`config.mk`:
```
export PLATFORM = sky130hd
export DESIGN_NAME = alu_issue_ctrl_flat
export DESIGN_NICKNAME = d
export VERILOG_FILES = /design/src/rtl/alu_issue_ctrl_if.sv /design/src/rtl/alu_issue_ctrl.sv /design/src/flat_wrapper.sv
export SDC_FILE = /design/constraint.sdc
export NUM_CORES = 1
export LEC_CHECK = 0
export ABC_AREA = 0
export BUFFER_PORTS_ARGS = -buffer_cell sky130_fd_sc_hd__buf_2
export CAP_MARGIN = 20
export CORE_UTILIZATION = 55
export CTS_CLUSTER_SIZE = 24
export DETAILED_ROUTE_END_ITERATION = 10
export PLACE_DENSITY = 0.84
export SYNTH_ARGS = -nofsm -noshare
export SYNTH_HDL_FRONTEND = slang
export SYNTH_SLANG_ARGS = --single-unit
```
`constraint.sdc`:
```
create_clock -name clk -period 2.6 [get_ports clk]
set_input_delay 0.26 -clock clk [delete_from_list [all_inputs] [get_ports clk]]
set_output_delay 0.26 -clock clk [all_outputs]
set_load 0.02 [all_outputs]
```
`src/rtl/alu_issue_ctrl_if.sv`:
```
// Opcode constants shared by the issue controller and its ALU, plus the
// handshake/ALU bus interface.
// slave  = issue controller side (accepts instructions, drives the ALU)
// master = front end / ALU side
package alu_issue_pkg;
  localparam logic [3:0] OP_ADD  = 4'd0;
  localparam logic [3:0] OP_SUB  = 4'd1;
  localparam logic [3:0] OP_AND  = 4'd2;
  localparam logic [3:0] OP_OR   = 4'd3;
  localparam logic [3:0] OP_XOR  = 4'd4;
  localparam logic [3:0] OP_NOT  = 4'd5;
  localparam logic [3:0] OP_LSH  = 4'd6;
  localparam logic [3:0] OP_RSH  = 4'd7;
  localparam logic [3:0] OP_ARSH = 4'd8;
  localparam logic [3:0] OP_MUL  = 4'd9;
  localparam logic [3:0] OP_FMUL = 4'd10;
  localparam logic [3:0] OP_CMP  = 4'd11;
  localparam logic [3:0] OP_CMPR = 4'd12;
  // 13..15 are unassigned and retire as illegal
endpackage

interface alu_issue_ctrl_if #(parameter int WIDTH = 16);
  logic             instr_valid;
  logic             instr_ready;
  logic [3:0]       instr_op;
  logic [3:0]       instr_rdest;
  logic [3:0]       instr_rsrc;
  logic             instr_imm_en;
  logic [WIDTH-1:0] instr_imm;
  logic [WIDTH-1:0] alu_a;
  logic [WIDTH-1:0] alu_b;
  logic [3:0]       alu_opcode;
  logic [WIDTH-1:0] alu_c;
  logic [WIDTH-1:0] alu_d;
  logic             alu_low;
  logic             alu_neg;
  logic             alu_zero;

  modport slave (
    input  instr_valid, instr_op, instr_rdest, instr_rsrc, instr_imm_en, instr_imm,
    output instr_ready,
    output alu_a, alu_b, alu_opcode,
    input  alu_c, alu_d, alu_low, alu_neg, alu_zero
  );

  modport master (
    output instr_valid, instr_op, instr_rdest, instr_rsrc, instr_imm_en, instr_imm,
    input  instr_ready,
    input  alu_a, alu_b, alu_opcode,
    output alu_c, alu_d, alu_low, alu_neg, alu_zero
  );
endinterface

```
`src/rtl/alu_issue_ctrl.sv`:
```
// alu_issue_ctrl: single-issue sequencer in front of a combinational ALU.
// IDLE -> OPER -> WB -> IDLE; one instruction per 3 cycles. Operands are read
// from a 16x16 register file at acceptance, ALU results are captured at the
// end of OPER and committed (regs + psr) at the end of WB.
// Optional: define ISSUE_PERF_CNT_EN to add the retired_count output.
module alu_issue_ctrl
  import alu_issue_pkg::*;
#(
  parameter int NREGS = 16,
  parameter int WIDTH = 16
) (
  input  logic             clk,
  input  logic             reset,
  alu_issue_ctrl_if.slave  bus,
  output logic             psr_low,
  output logic             psr_neg,
  output logic             psr_zero,
  output logic             wb_done,
  output logic             illegal_op,
  input  logic [3:0]       dbg_addr,
  output logic [WIDTH-1:0] dbg_data
`ifdef ISSUE_PERF_CNT_EN
  ,
  output logic [15:0]      retired_count
`endif
);

  typedef enum logic [1:0] {S_IDLE, S_OPER, S_WB} state_t;

  state_t           state_q, state_d;
  logic [WIDTH-1:0] regs_q [NREGS];
  logic [WIDTH-1:0] regs_d [NREGS];
  logic [WIDTH-1:0] alu_a_q, alu_a_d, alu_b_q, alu_b_d;
  logic [3:0]       alu_opcode_q, alu_opcode_d;
  logic [3:0]       rdest_q, rdest_d;
  logic [WIDTH-1:0] c_q, c_d, d_q, d_d;
  logic             flow_q, flow_d, fneg_q, fneg_d, fzero_q, fzero_d;
  logic             psr_low_q, psr_low_d, psr_neg_q, psr_neg_d, psr_zero_q, psr_zero_d;
  logic             wb_done_q, wb_done_d, illegal_q, illegal_d;
`ifdef ISSUE_PERF_CNT_EN
  logic [15:0]      cnt_q, cnt_d;
`endif

  logic [WIDTH-1:0] src;
  logic             is_shift;
  logic             op_legal;
  logic [3:0]       rdest_hi;

  assign src      = bus.instr_imm_en ? bus.instr_imm : regs_q[bus.instr_rsrc];
  assign is_shift = (bus.instr_op == OP_LSH) || (bus.instr_op == OP_RSH) ||
                    (bus.instr_op == OP_ARSH);
  assign op_legal = (alu_opcode_q <= OP_CMPR);
  assign rdest_hi = rdest_q + 4'd1;  // 4-bit wrap: rdest 15 pairs with R0

  assign bus.instr_ready = (state_q == S_IDLE);
  assign bus.alu_a       = alu_a_q;
  assign bus.alu_b       = alu_b_q;
  assign bus.alu_opcode  = alu_opcode_q;
  assign psr_low         = psr_low_q;
  assign psr_neg         = psr_neg_q;
  assign psr_zero        = psr_zero_q;
  assign wb_done         = wb_done_q;
  assign illegal_op      = illegal_q;
  assign dbg_data        = regs_q[dbg_addr];
`ifdef ISSUE_PERF_CNT_EN
  assign retired_count   = cnt_q;
`endif

  // Next-state: accept in IDLE, capture ALU outputs in OPER, commit in WB
  always_comb begin
    state_d      = state_q;
    regs_d       = regs_q;
    alu_a_d      = alu_a_q;
    alu_b_d      = alu_b_q;
    alu_opcode_d = alu_opcode_q;
    rdest_d      = rdest_q;
    c_d          = c_q;
    d_d          = d_q;
    flow_d       = flow_q;
    fneg_d       = fneg_q;
    fzero_d      = fzero_q;
    psr_low_d    = psr_low_q;
    psr_neg_d    = psr_neg_q;
    psr_zero_d   = psr_zero_q;
    wb_done_d    = 1'b0;
    illegal_d    = 1'b0;
`ifdef ISSUE_PERF_CNT_EN
    cnt_d        = wb_done_q ? cnt_q + 16'd1 : cnt_q;
`endif
    unique case (state_q)
      S_IDLE: begin
        if (bus.instr_valid) begin
          state_d      = S_OPER;
          alu_opcode_d = bus.instr_op;
          rdest_d      = bus.instr_rdest;
          // shifts take the amount on A and the value on B
          alu_a_d      = is_shift ? src : regs_q[bus.instr_rdest];
          alu_b_d      = is_shift ? regs_q[bus.instr_rdest] : src;
        end
      end
      S_OPER: begin
        state_d   = S_WB;
        c_d       = bus.alu_c;
        d_d       = bus.alu_d;
        flow_d    = bus.alu_low;
        fneg_d    = bus.alu_neg;
        fzero_d   = bus.alu_zero;
        wb_done_d = 1'b1;
        illegal_d = !op_legal;
      end
      S_WB: begin
        state_d = S_IDLE;
        if (op_legal) begin
          psr_low_d  = flow_q;
          psr_neg_d  = fneg_q;
          psr_zero_d = fzero_q;
        end
        case (alu_opcode_q)
          OP_ADD, OP_SUB, OP_AND, OP_OR, OP_XOR, OP_NOT,
          OP_LSH, OP_RSH, OP_ARSH, OP_FMUL: regs_d[rdest_q] = c_q;
          OP_MUL: begin
            regs_d[rdest_q]  = c_q;
            regs_d[rdest_hi] = d_q;
          end
          default: ;  // CMP/CMPR and illegal ops write nothing
        endcase
      end
      default: state_d = S_IDLE;
    endcase
  end

  // State and datapath registers; reset aborts any in-flight instruction
  always_ff @(posedge clk) begin
    if (reset) begin
      state_q      <= S_IDLE;
      for (int i = 0; i < NREGS; i++) regs_q[i] <= '0;
      alu_a_q      <= '0;
      alu_b_q      <= '0;
      alu_opcode_q <= '0;
      rdest_q      <= '0;
      c_q          <= '0;
      d_q          <= '0;
      flow_q       <= 1'b0;
      fneg_q       <= 1'b0;
      fzero_q      <= 1'b0;
      psr_low_q    <= 1'b0;
      psr_neg_q    <= 1'b0;
      psr_zero_q   <= 1'b0;
      wb_done_q    <= 1'b0;
      illegal_q    <= 1'b0;
`ifdef ISSUE_PERF_CNT_EN
      cnt_q        <= '0;
`endif
    end else begin
      state_q      <= state_d;
      regs_q       <= regs_d;
      alu_a_q      <= alu_a_d;
      alu_b_q      <= alu_b_d;
      alu_opcode_q <= alu_opcode_d;
      rdest_q      <= rdest_d;
      c_q          <= c_d;
      d_q          <= d_d;
      flow_q       <= flow_d;
      fneg_q       <= fneg_d;
      fzero_q      <= fzero_d;
      psr_low_q    <= psr_low_d;
      psr_neg_q    <= psr_neg_d;
      psr_zero_q   <= psr_zero_d;
      wb_done_q    <= wb_done_d;
      illegal_q    <= illegal_d;
`ifdef ISSUE_PERF_CNT_EN
      cnt_q        <= cnt_d;
`endif
    end
  end

endmodule

```
`src/flat_wrapper.sv`:
```
// flat-port wrapper written by rule: the top's interface ports become plain ports
module alu_issue_ctrl_flat import alu_issue_pkg::*;
#(
  parameter int NREGS = 16,
  parameter int WIDTH = 16
)
  (clk, reset, psr_low, psr_neg, psr_zero, wb_done, illegal_op, dbg_addr, dbg_data, bus_instr_valid, bus_instr_op, bus_instr_rdest, bus_instr_rsrc, bus_instr_imm_en, bus_instr_imm, bus_instr_ready, bus_alu_a, bus_alu_b, bus_alu_opcode, bus_alu_c, bus_alu_d, bus_alu_low, bus_alu_neg, bus_alu_zero);
  alu_issue_ctrl_if #(.WIDTH(WIDTH)) bus_i ();
  input  logic clk;
  input  logic reset;
  output logic psr_low;
  output logic psr_neg;
  output logic psr_zero;
  output logic wb_done;
  output logic illegal_op;
  input  logic [3:0] dbg_addr;
  output logic [WIDTH-1:0] dbg_data;
  input wire logic [$bits(bus_i.instr_valid)-1:0] bus_instr_valid;
  input wire logic [$bits(bus_i.instr_op)-1:0] bus_instr_op;
  input wire logic [$bits(bus_i.instr_rdest)-1:0] bus_instr_rdest;
  input wire logic [$bits(bus_i.instr_rsrc)-1:0] bus_instr_rsrc;
  input wire logic [$bits(bus_i.instr_imm_en)-1:0] bus_instr_imm_en;
  input wire logic [$bits(bus_i.instr_imm)-1:0] bus_instr_imm;
  output wire logic [$bits(bus_i.instr_ready)-1:0] bus_instr_ready;
  output wire logic [$bits(bus_i.alu_a)-1:0] bus_alu_a;
  output wire logic [$bits(bus_i.alu_b)-1:0] bus_alu_b;
  output wire logic [$bits(bus_i.alu_opcode)-1:0] bus_alu_opcode;
  input wire logic [$bits(bus_i.alu_c)-1:0] bus_alu_c;
  input wire logic [$bits(bus_i.alu_d)-1:0] bus_alu_d;
  input wire logic [$bits(bus_i.alu_low)-1:0] bus_alu_low;
  input wire logic [$bits(bus_i.alu_neg)-1:0] bus_alu_neg;
  input wire logic [$bits(bus_i.alu_zero)-1:0] bus_alu_zero;
  assign bus_i.instr_valid = bus_instr_valid;
  assign bus_i.instr_op = bus_instr_op;
  assign bus_i.instr_rdest = bus_instr_rdest;
  assign bus_i.instr_rsrc = bus_instr_rsrc;
  assign bus_i.instr_imm_en = bus_instr_imm_en;
  assign bus_i.instr_imm = bus_instr_imm;
  assign bus_instr_ready = bus_i.instr_ready;
  assign bus_alu_a = bus_i.alu_a;
  assign bus_alu_b = bus_i.alu_b;
  assign bus_alu_opcode = bus_i.alu_opcode;
  assign bus_i.alu_c = bus_alu_c;
  assign bus_i.alu_d = bus_alu_d;
  assign bus_i.alu_low = bus_alu_low;
  assign bus_i.alu_neg = bus_alu_neg;
  assign bus_i.alu_zero = bus_alu_zero;
  alu_issue_ctrl #(.NREGS(NREGS), .WIDTH(WIDTH)) u_core (.clk(clk), .reset(reset), .bus(bus_i), .psr_low(psr_low), .psr_neg(psr_neg), .psr_zero(psr_zero), .wb_done(wb_done), .illegal_op(illegal_op), .dbg_addr(dbg_addr), .dbg_data(dbg_data));
endmodule
```
# Word-level counts from Yosys, hierarchy flattened
# Index checks and enable logic that the tools add are counted.
# classes
bitwise_logic	6
muxes	22
n_reduce_logical	13
addsub	1
order_cmp	8
n_eq_ne	16
# op_table
op	n
256-bit bitwise mux	2
256-bit case mux with 2 select lines	1
16-bit binary-select mux with 4-bit select	3
16-bit two-way mux	11
16-bit demux with 4-bit select	2
5-bit greater-or-equal comparator (second input constant)	5
4-bit NOT with 5-bit output	5
4-bit by 3-bit == test with 1-bit output (second input constant)	6
4-bit == test (second input constant)	4
5-bit by 1-bit < comparator with 1-bit output (second input constant)	2
10-bit OR reduction	1
4-bit by 2-bit == test with 1-bit output (second input constant)	2
2-bit AND reduction	3
4-bit by 1-bit adder with 4-bit output (second input constant)	1
4-bit by 1-bit == test with 1-bit output (second input constant)	1
4-bit <= comparator (second input constant)	1
4-bit logical NOT	1
2-bit case mux with 2 select lines	1
2-bit by 1-bit == test with 1-bit output (second input constant)	1
2-bit == test (second input constant)	1
1-bit logical AND	2
2-bit logical NOT	1
1-bit logical OR	2
2-bit two-way mux	1
6 further kinds	6
# word_totals
output_inout_bits	58
elab_cells	97
ff_bits	338

# Logic depth before layout (Yosys ltp)
# Gate-level depths: netlist of run 1.
# logic_depth
word_depth	8
mapped_depth	9

# Worst setup path before layout of run 1
# OpenSTA, ideal clock, no wires.
# synth_path
kind	input-to-output
from	in dbg_addr[0]
to	out dbg_data[0]
required_ns	2.340
path_slack_ns	0.325
path_stages	4
arrival_time_ns	2.015
path_cell_list	clkbuf_1 -> buf_2 -> mux4_2 -> mux4_2
# synth_via
elab_chain_cells	4
# synth_lines
item	line	rtl
start: declaration	flat_wrapper.sv:16	input logic [3:0] dbg_addr;
4-bit NOT with 5-bit output (not written as such)	alu_issue_ctrl.sv:64	assign dbg_data = regs_q[dbg_addr];
16-bit binary-select mux with 4-bit select	alu_issue_ctrl.sv:64	
16-bit two-way mux (not written as such) (2 in series)	alu_issue_ctrl.sv:64	
end: declaration	flat_wrapper.sv:17	output logic [WIDTH-1:0] dbg_data;
# No other way between the ends. The select of a mux whose other input is x is not followed.

# Worst setup path in the final report of run 1
# layout_path
from	reg u_core.rdest_q[0]
to	reg u_core.regs_q[217] (netlist name)
# layout_via
elab_chain_cells	8
elab_cells_between_ends	16
classes_between	add/sub: 1; order compare: 4; mux: 7; bitwise: 2; reduce/logical: 2
# layout_lines
item	line	rtl
start: declaration	alu_issue_ctrl.sv:35	logic [3:0] rdest_q, rdest_d;
start signal: assignment	alu_issue_ctrl.sv:160	rdest_q <= rdest_d;
4-bit by 1-bit adder with 4-bit output / 4-bit NOT with 5-bit output (equally long branches)	alu_issue_ctrl.sv:53, alu_issue_ctrl.sv:120, alu_issue_ctrl.sv:122	
4-bit NOT with 5-bit output (not written as such), or another cell as far along	alu_issue_ctrl.sv:123	regs_d[rdest_hi] = d_q;
5-bit greater-or-equal comparator (not written as such), or another cell as far along	alu_issue_ctrl.sv:123	
1-bit logical AND (not written as such) / 16-bit two-way mux (equally long branches)	alu_issue_ctrl.sv:123, alu_issue_ctrl.sv:120, alu_issue_ctrl.sv:122	
16-bit two-way mux (not written as such) / 16-bit demux with 4-bit select (equally long branches)	alu_issue_ctrl.sv:123, alu_issue_ctrl.sv:120, alu_issue_ctrl.sv:122	
16-bit demux with 4-bit select / 256-bit bitwise mux (equally long branches)	alu_issue_ctrl.sv:123, alu_issue_ctrl.sv:120, alu_issue_ctrl.sv:122	
256-bit bitwise mux	alu_issue_ctrl.sv:123	
256-bit case mux with 2 select lines *	alu_issue_ctrl.sv:118	case (alu_opcode_q)
end signal: assignment	alu_issue_ctrl.sv:156	regs_q <= regs_d;
end: declaration	alu_issue_ctrl.sv:31	logic [WIDTH-1:0] regs_q [NREGS];
# Every way passes the cells marked *; elsewhere a longest branch is shown, timed or not.
# A chain may end at the register's enable or synchronous reset.

==> results of run 1 <==
[area by class of cell]
type	count	area, sq um
multi-input cells	1439	13800
well taps	518	648
inverters	7	26.3
repair buffers	322	2570
flip-flops and latches	338	6770
clock buffers	52	1090
fillers	2900	13700
clock inverters	17	179
[synth_stat cells (all sizes together), types with 3 or more instances]
library cell	number	share of area
a21o	3	0.0010
a211oi	243	0.089
and3	4	0.0011
nand3	10	0.0023
nor3b	3	0.0013
nor2	85	0.015
mux4	208	0.21
o21ai	9	0.0021
o211ai	4	0.0014
dfxtp	338	0.31
a31oi	138	0.040
or2	3	0.00086
a2111o	31	0.016
clkbuf	151	0.026
buf	145	0.035
nand2b	9	0.0026
nand4	5	0.0020
a22oi	32	0.011
inv	7	0.0012
o31ai	8	0.0028
a21oi	165	0.038
a21boi	4	0.0014
nand4b	5	0.0020
o22ai	3	0.00086
a311oi	3	0.0012
and2	9	0.0026
a32o	32	0.015
nand2	96	0.017
nor2b	7	0.0020
mux2i	275	0.13
nor3	16	0.0046
a21bo	3	0.0014
[through the flow]
| step | hold WS [ns] | instance area (sq um) | cells | power (uW) | worst slack [ns] |
|---|---|---|---|---|---|
| after CTS | 0.0545 | 25100 | 2691 | 12500 | 0.214 |
| after detailed placement | 0.449 | 23500 | 2587 | 7000 | 0.280 |
| after floorplan | 0.396 | 21800 | 2080 | 6410 | 0.325 |
| final | 0.0607 | 25100 | 2693 | 12600 | 0.141 |
| after global placement | 0.444 | 23400 | 2585 | 6950 | 0.282 |
| after global routing | 0.0712 | 25100 | 2693 | 12800 | 0.0957 |
[state kept, by name, indices dropped and copies added (netlist names), 2 cells and up]
register and flops:
u_core.rdest_q 4, u_core.state_q 2, u_core.c_q 16, u_core.d_q 16, u_core.regs_q 256, u_core.bus.alu_b 16
u_core.bus.alu_a 16, u_core.bus.alu_opcode 4
[power by group through the flow]
stage | clock (uW) | sequential, uW | combinational (uW)
6_report | 5560 | 5450 | 1580
5_1_grt | 5760 | 5440 | 1620
4_1_cts | 5530 | 5430 | 1510
3_5_place_dp | 0 | 5540 | 1460
3_3_place_gp | 0 | 5530 | 1420
2_1_floorplan | 0 | 5420 | 984
[worst max-delay path by stage]
stage                       from              endpoint  cells past startpoint
2_1_floorplan        dbg_addr[0]           dbg_data[0]                      4
3_3_place_gp   u_core.state_q[0]  u_core.bus.alu_b[15]                      4
3_5_place_dp         dbg_addr[0]          dbg_data[13]                      5
4_1_cts         u_core.regs_q[1]           dbg_data[1]                      3
5_1_grt        u_core.rdest_q[0]    u_core.regs_q[217]                      6
6_report       u_core.rdest_q[0]    u_core.regs_q[217]                      6
[cell families (layout without fill, tap and decap cells)]
group,after synthesis,count (layout),synth area share
AO/OA/AOI/OAI,690,690,0.226
buffers and inverters,303,398,0.0618
AND/OR/NAND/NOR,266,266,0.0601
flip-flops,338,338,0.310
multiplexers,483,483,0.341
[worst max-delay path: cells and delay by family, from the launching register on]
| family | cells | cell delay (ns) |
|---|---|---|
| AO/OA/AOI/OAI | 2 | 0.46 |
| buffers and inverters | 2 | 0.61 |
| flip-flops | 1 | 0.67 |
| AND/OR/NAND/NOR | 2 | 0.55 |
[routing by layer]
metal / vias up / GRT usage / wire [um]
met1: 10100 / 0.503 / 28200
met4: 0 / 0.293 / 7390
met2: 2226 / 0.586 / 35100
li1: 8417 / - / -
met5: - / 0 / 0
met3: 655 / 0.175 / 15100
[timing repair]
item / in CTS / in global routing
setup buffers: 0 / 0
endpoints found under the hold margin: 35 / 0
setup endpoints to repair: 0 / 0
hold buffers: 35 / 0
==> flow_metrics.env, run 1 <==
export IMPL_min_from="bus_instr_imm[9]"
export IMPL_p_sw_uw=3480
export IMPL_hold_depth=3
export IMPL_rsz0062_at_grt="no"
export IMPL_antennaDiodeCount=0
export IMPL_worst_slew_pin_slew_ns=1.21
export IMPL_die_h_um=201
export IMPL_ant_nets=0
export IMPL_wirelength_um=85800
export IMPL_cellInternalPower_uw=9100
export IMPL_finalHoldViolCount=0
export IMPL_crit_type="register to register"
export IMPL_ff2ff_setup_slack_ns=0.14
export IMPL_cts_tree="yes"
export IMPL_cp_common_cell="buf_4"
export IMPL_fin_nets=2217
export IMPL_drc=0
export IMPL_htreeDepth=2
export IMPL_p_per_area_nw_per_um2=501
export IMPL_p_seq_frac=0.433
export IMPL_power_leakage_uw=0.00889
export IMPL_synth_edf_count=0
export IMPL_cp_start_kind="register"
export IMPL_slew_violations=0
export IMPL_dp_hpwl_um=54800
export IMPL_grt_usage=0.413
export IMPL_num_vias=21400
export IMPL_relSlewSlack=0.194
export IMPL_regToRegStartpoint="u_core.rdest_q[0]"
export IMPL_ys_ff_latch=338
export IMPL_sw_frac_of_total=0.277
export IMPL_ios=129
export IMPL_final_cell_mix="338 x dfxtp_1, 275 x mux2i_1, 220 x a211oi_1, 208 x mux4_2, 162 x a21oi_1"
export IMPL_reg2reg_to="u_core.regs_q[217]"
export IMPL_antenna_found_initial=0
export IMPL_max_clock_freq_ghz=0.407
export IMPL_synth_nets=2151
export IMPL_final_util=0.647
export IMPL_place_congestion=1.03
export IMPL_insertion_delay_ns=0.55
export IMPL_fin_setup_tns_ns=0
export IMPL_ctsResizeCount=0
export IMPL_synth_async_reset_ratio=0
export IMPL_end_kind="register"
export IMPL_maxCapViolCount=0
export IMPL_synth_area_sq_um=21800
export IMPL_path_cells="buf_4, nor2b_1, a21oi_1, nor3_2, buf_4, a211oi_1"
export IMPL_dieWidth_um=201
export IMPL_p_comb_frac=0.125
export IMPL_drive_above_1_share=0.288
export IMPL_worstPathRequired_ns=2.99
export IMPL_grt_max_degree=158
export IMPL_synth_cell_type_count=67
export IMPL_setup_viol=0
export IMPL_synth_ff_type="dfxtp_1"
export IMPL_rows=72
export IMPL_status="completed"
export IMPL_grt_pass1_vias=20800
export IMPL_crit_slowest_cell="dfxtp_1"
export IMPL_cts_buffers_inserted=38
export IMPL_initial_core_util=0.561
export IMPL_cts_sinks=338
export IMPL_crit_path_max_fanout=17
export IMPL_dr_first_iter_drc_count=3854
export IMPL_clock_path_buffers=3
export IMPL_pwr_share_clk=0.442
export IMPL_min_path_type="input pin to register"
export IMPL_final_setup_skew_ns=0.0207
export IMPL_area_growth_pct=15.2
export IMPL_final_period_utilization=0.946
export IMPL_vdd_drop_max_mv=0.302
export IMPL_routedWlPerCell_um=31.9
export IMPL_grt_pass1_wl_um=128000
export IMPL_fin_crit_ns=2.46
export IMPL_dieArea_sq_um=40400
export IMPL_yosysWarnings=0
export IMPL_clk_pin_slew_worst_paths_ns=0.06
export IMPL_final_common_cell="dfxtp_1"
export IMPL_vias_per_cell=7.95
export IMPL_core_area_sq_um=38800
export IMPL_critPathMaxStageDelay_ns=0.67
export IMPL_syn_avg_cell_area_sq_um=10.5
export IMPL_cts_root_buf="clkbuf_16"
export IMPL_port_buffers=128
export IMPL_drtPass1Iterations=8
export IMPL_ys_seq_area_frac=0.310
export IMPL_synthCells=2080
export IMPL_cp_arrival_ns=2.85
export IMPL_reg2regPathDepth=6
export IMPL_grt_overflow=0
export IMPL_hold_end="u_core.bus.alu_b[9]"
(Power assumes the default switching activity.)
==> run 2: changes to the inputs <==
Settings changed: PLACE_DENSITY 0.84 to 0.83, REMOVE_ABC_BUFFERS from default to 1.
==> run 2 against run 1 <==
Routed wire length is 4.5% higher. Combinational power barely moved. Critical path depth unchanged. Largest cell class unchanged.
==> flow_metrics.env, run 2 (synthesized netlist as in run 1, its figures left out) <==
export IMPL_clk_pin_slew_worst_paths_ns=0.06
export IMPL_status="completed"
export IMPL_dieArea_sq_um=40400
export IMPL_fin_nets=2208
export IMPL_antennaDiodeCount=0
export IMPL_grt_pass1_vias=21300
export IMPL_power_leakage_uw=0.00888
export IMPL_final_setup_skew_ns=0.0250
export IMPL_fillers=2955
export IMPL_crit_path_max_fanout=14
export IMPL_initial_core_util=0.561
export IMPL_maxCapViolCount=0
export IMPL_drc=0
export IMPL_seqCellArea_sq_um=6770
export IMPL_ctsResizeCount=0
export IMPL_place_congestion=1.01
export IMPL_multi_input_comb_area_sq_um=13900
export IMPL_fin_crit_ns=2.43
export IMPL_cts_sinks=338
export IMPL_setup_viol=0
export IMPL_p_per_area_nw_per_um2=515
export IMPL_slew_violations=0
export IMPL_worst_slew_pin_slew_ns=1.15
export IMPL_htreeDepth=2
export IMPL_min_path_type="input pin to register"
export IMPL_drive_above_1_share=0.287
export IMPL_routedWlPerCell_um=33.4
export IMPL_num_vias=21700
export IMPL_grt_max_degree=199
export IMPL_rows=72
export IMPL_final_period_utilization=0.936
export IMPL_path_cells="buf_4, a21bo_2, a2111oi_4, buf_4, mux2i_1, a211oi_1"
export IMPL_critPathBufInv=2
export IMPL_startpoint="u_core.rdest_q[0]"
export IMPL_relSlewSlack=0.232
export IMPL_crit_slowest_cell="dfxtp_1"
export IMPL_finalHoldViolCount=0
export IMPL_cp_arrival_ns=2.81
export IMPL_dr_first_iter_drc_count=3732
export IMPL_cp_top_family="compound AO/OA/AOI/OAI gates"
export IMPL_final_common_cell="dfxtp_1"
export IMPL_dp_hpwl_um=56000
export IMPL_grt_pass1_wl_um=133000
export IMPL_grt_overflow=0
export IMPL_ios=129
export IMPL_worstPathRequired_ns=2.97
export IMPL_clock_path_buffers=3
export IMPL_antenna_found_initial=1
export IMPL_largest_reg_flops=256
export IMPL_insertion_delay_ns=0.56
export IMPL_vias_per_cell=8.08
export IMPL_use_met1=0.534
export IMPL_final_cell_area_sq_um=25100
export IMPL_stdcell_count=2681
export IMPL_power_uw=13000
export IMPL_max_clock_freq_ghz=0.411
export IMPL_critPathMaxStageDelay_ns=0.50
export IMPL_ant_nets=0
export IMPL_drtPass1Iterations=7
export IMPL_place_inst=2579
export IMPL_rsz0062_at_grt="no"
export IMPL_final_cell_mix="338 x dfxtp_1, 275 x mux2i_1, 220 x a211oi_1, 208 x mux4_2, 161 x a21oi_1"
export IMPL_port_buffers=128
export IMPL_hold_ws_ns=0.0244
export IMPL_cp_start_kind="register"
export IMPL_place_area_sq_um=23400
export IMPL_vdd_drop_max_mv=0.359
export IMPL_dieWidth_um=201
export IMPL_cts_root_buf="clkbuf_16"
export IMPL_area_growth_pct=15.3
export IMPL_grt_usage=0.438
export IMPL_wirelength_um=89700
export IMPL_busiest_layer="met2"
export IMPL_cts_tree="yes"
export IMPL_regMostFlops="u_core.regs_q"
export IMPL_met2_usage=0.618
export IMPL_crit_type="register to register"
export IMPL_regToRegStartpoint="u_core.rdest_q[0]"
export IMPL_hold_depth=3
export IMPL_end_kind="register"
export IMPL_min_from="bus_instr_op[0]"
export IMPL_gr_usage_met3=0.175
export IMPL_cp_common_cell="buf_4"
export IMPL_cts_buffers_inserted=39
export IMPL_core_area_sq_um=38800
export IMPL_path_depth=6
export IMPL_die_h_um=201
export IMPL_reg2regPathDepth=6
run 2: changes by cell type in the layout (fill, tap and decap cells not counted), sizes merged:
cell,before,now
buf,287,277
bufinv,3,6
clkbuf,52,54
clkinv,9,4
clkinvlp,3,2
inv,9,8
run 2: worst register-to-register path, cell delays in order, from the launching register on:
cell       delay [ns]
dfxtp_1          0.50
buf_4            0.30
a21bo_2          0.27
a2111oi_4        0.43
buf_4            0.37
mux2i_1          0.28
a211oi_1         0.11
run 2: final timing paths:
path / slack (ns) / end
worst max-delay path: 0.17 / u_core.regs_q[161]
worst min-delay path: 0.02 / u_core.bus.alu_opcode[0]
worst max register to register: 0.17 / u_core.regs_q[161]
worst min register to register: 0.46 / u_core.fneg_q
run 2: layer usage:
metal | vias to the layer above | routed length (um) | part of all wire
li1 | 8392 | - | -
met1 | 10300 | 29800 | 0.33
met2 | 2250 | 37300 | 0.42
met3 | 690 | 14500 | 0.16
met4 | 2 | 8020 | 0.089
met5 | - | 13 | 0.00014
run 2: through the flow:
step	utilization	worst slack, ns	TNS, ns
floorplan	-	-5.50	-1035.42
global placement	0.604	0.354	0
detailed placement	0.604	0.295	0
CTS	0.647	0.196	0
global route	0.647	0.0769	0
finish	0.647	0.166	0
run 2: where the power goes:
part           internal [uW]  total [uW]  switching, uW
clock                   3580        5900           2330
combinational            570        1610           1040
sequential              5250        5440            190
run 2: timing repair:
| item | CTS | global route |
|---|---|---|
| setup buffers | 0 | 0 |
| hold buffers | 35 | 0 |
| endpoints found under the hold margin | 35 | 0 |
run 2: cell type report:
type / count / area share
clock buffer: 54 / 0.0442
clock inverter: 13 / 0.00906
inverter: 7 / 0.00105
multi-input combinational: 1439 / 0.552
sequential: 338 / 0.269
tap: 518 / 0.0258
timing repair buffer: 312 / 0.0991
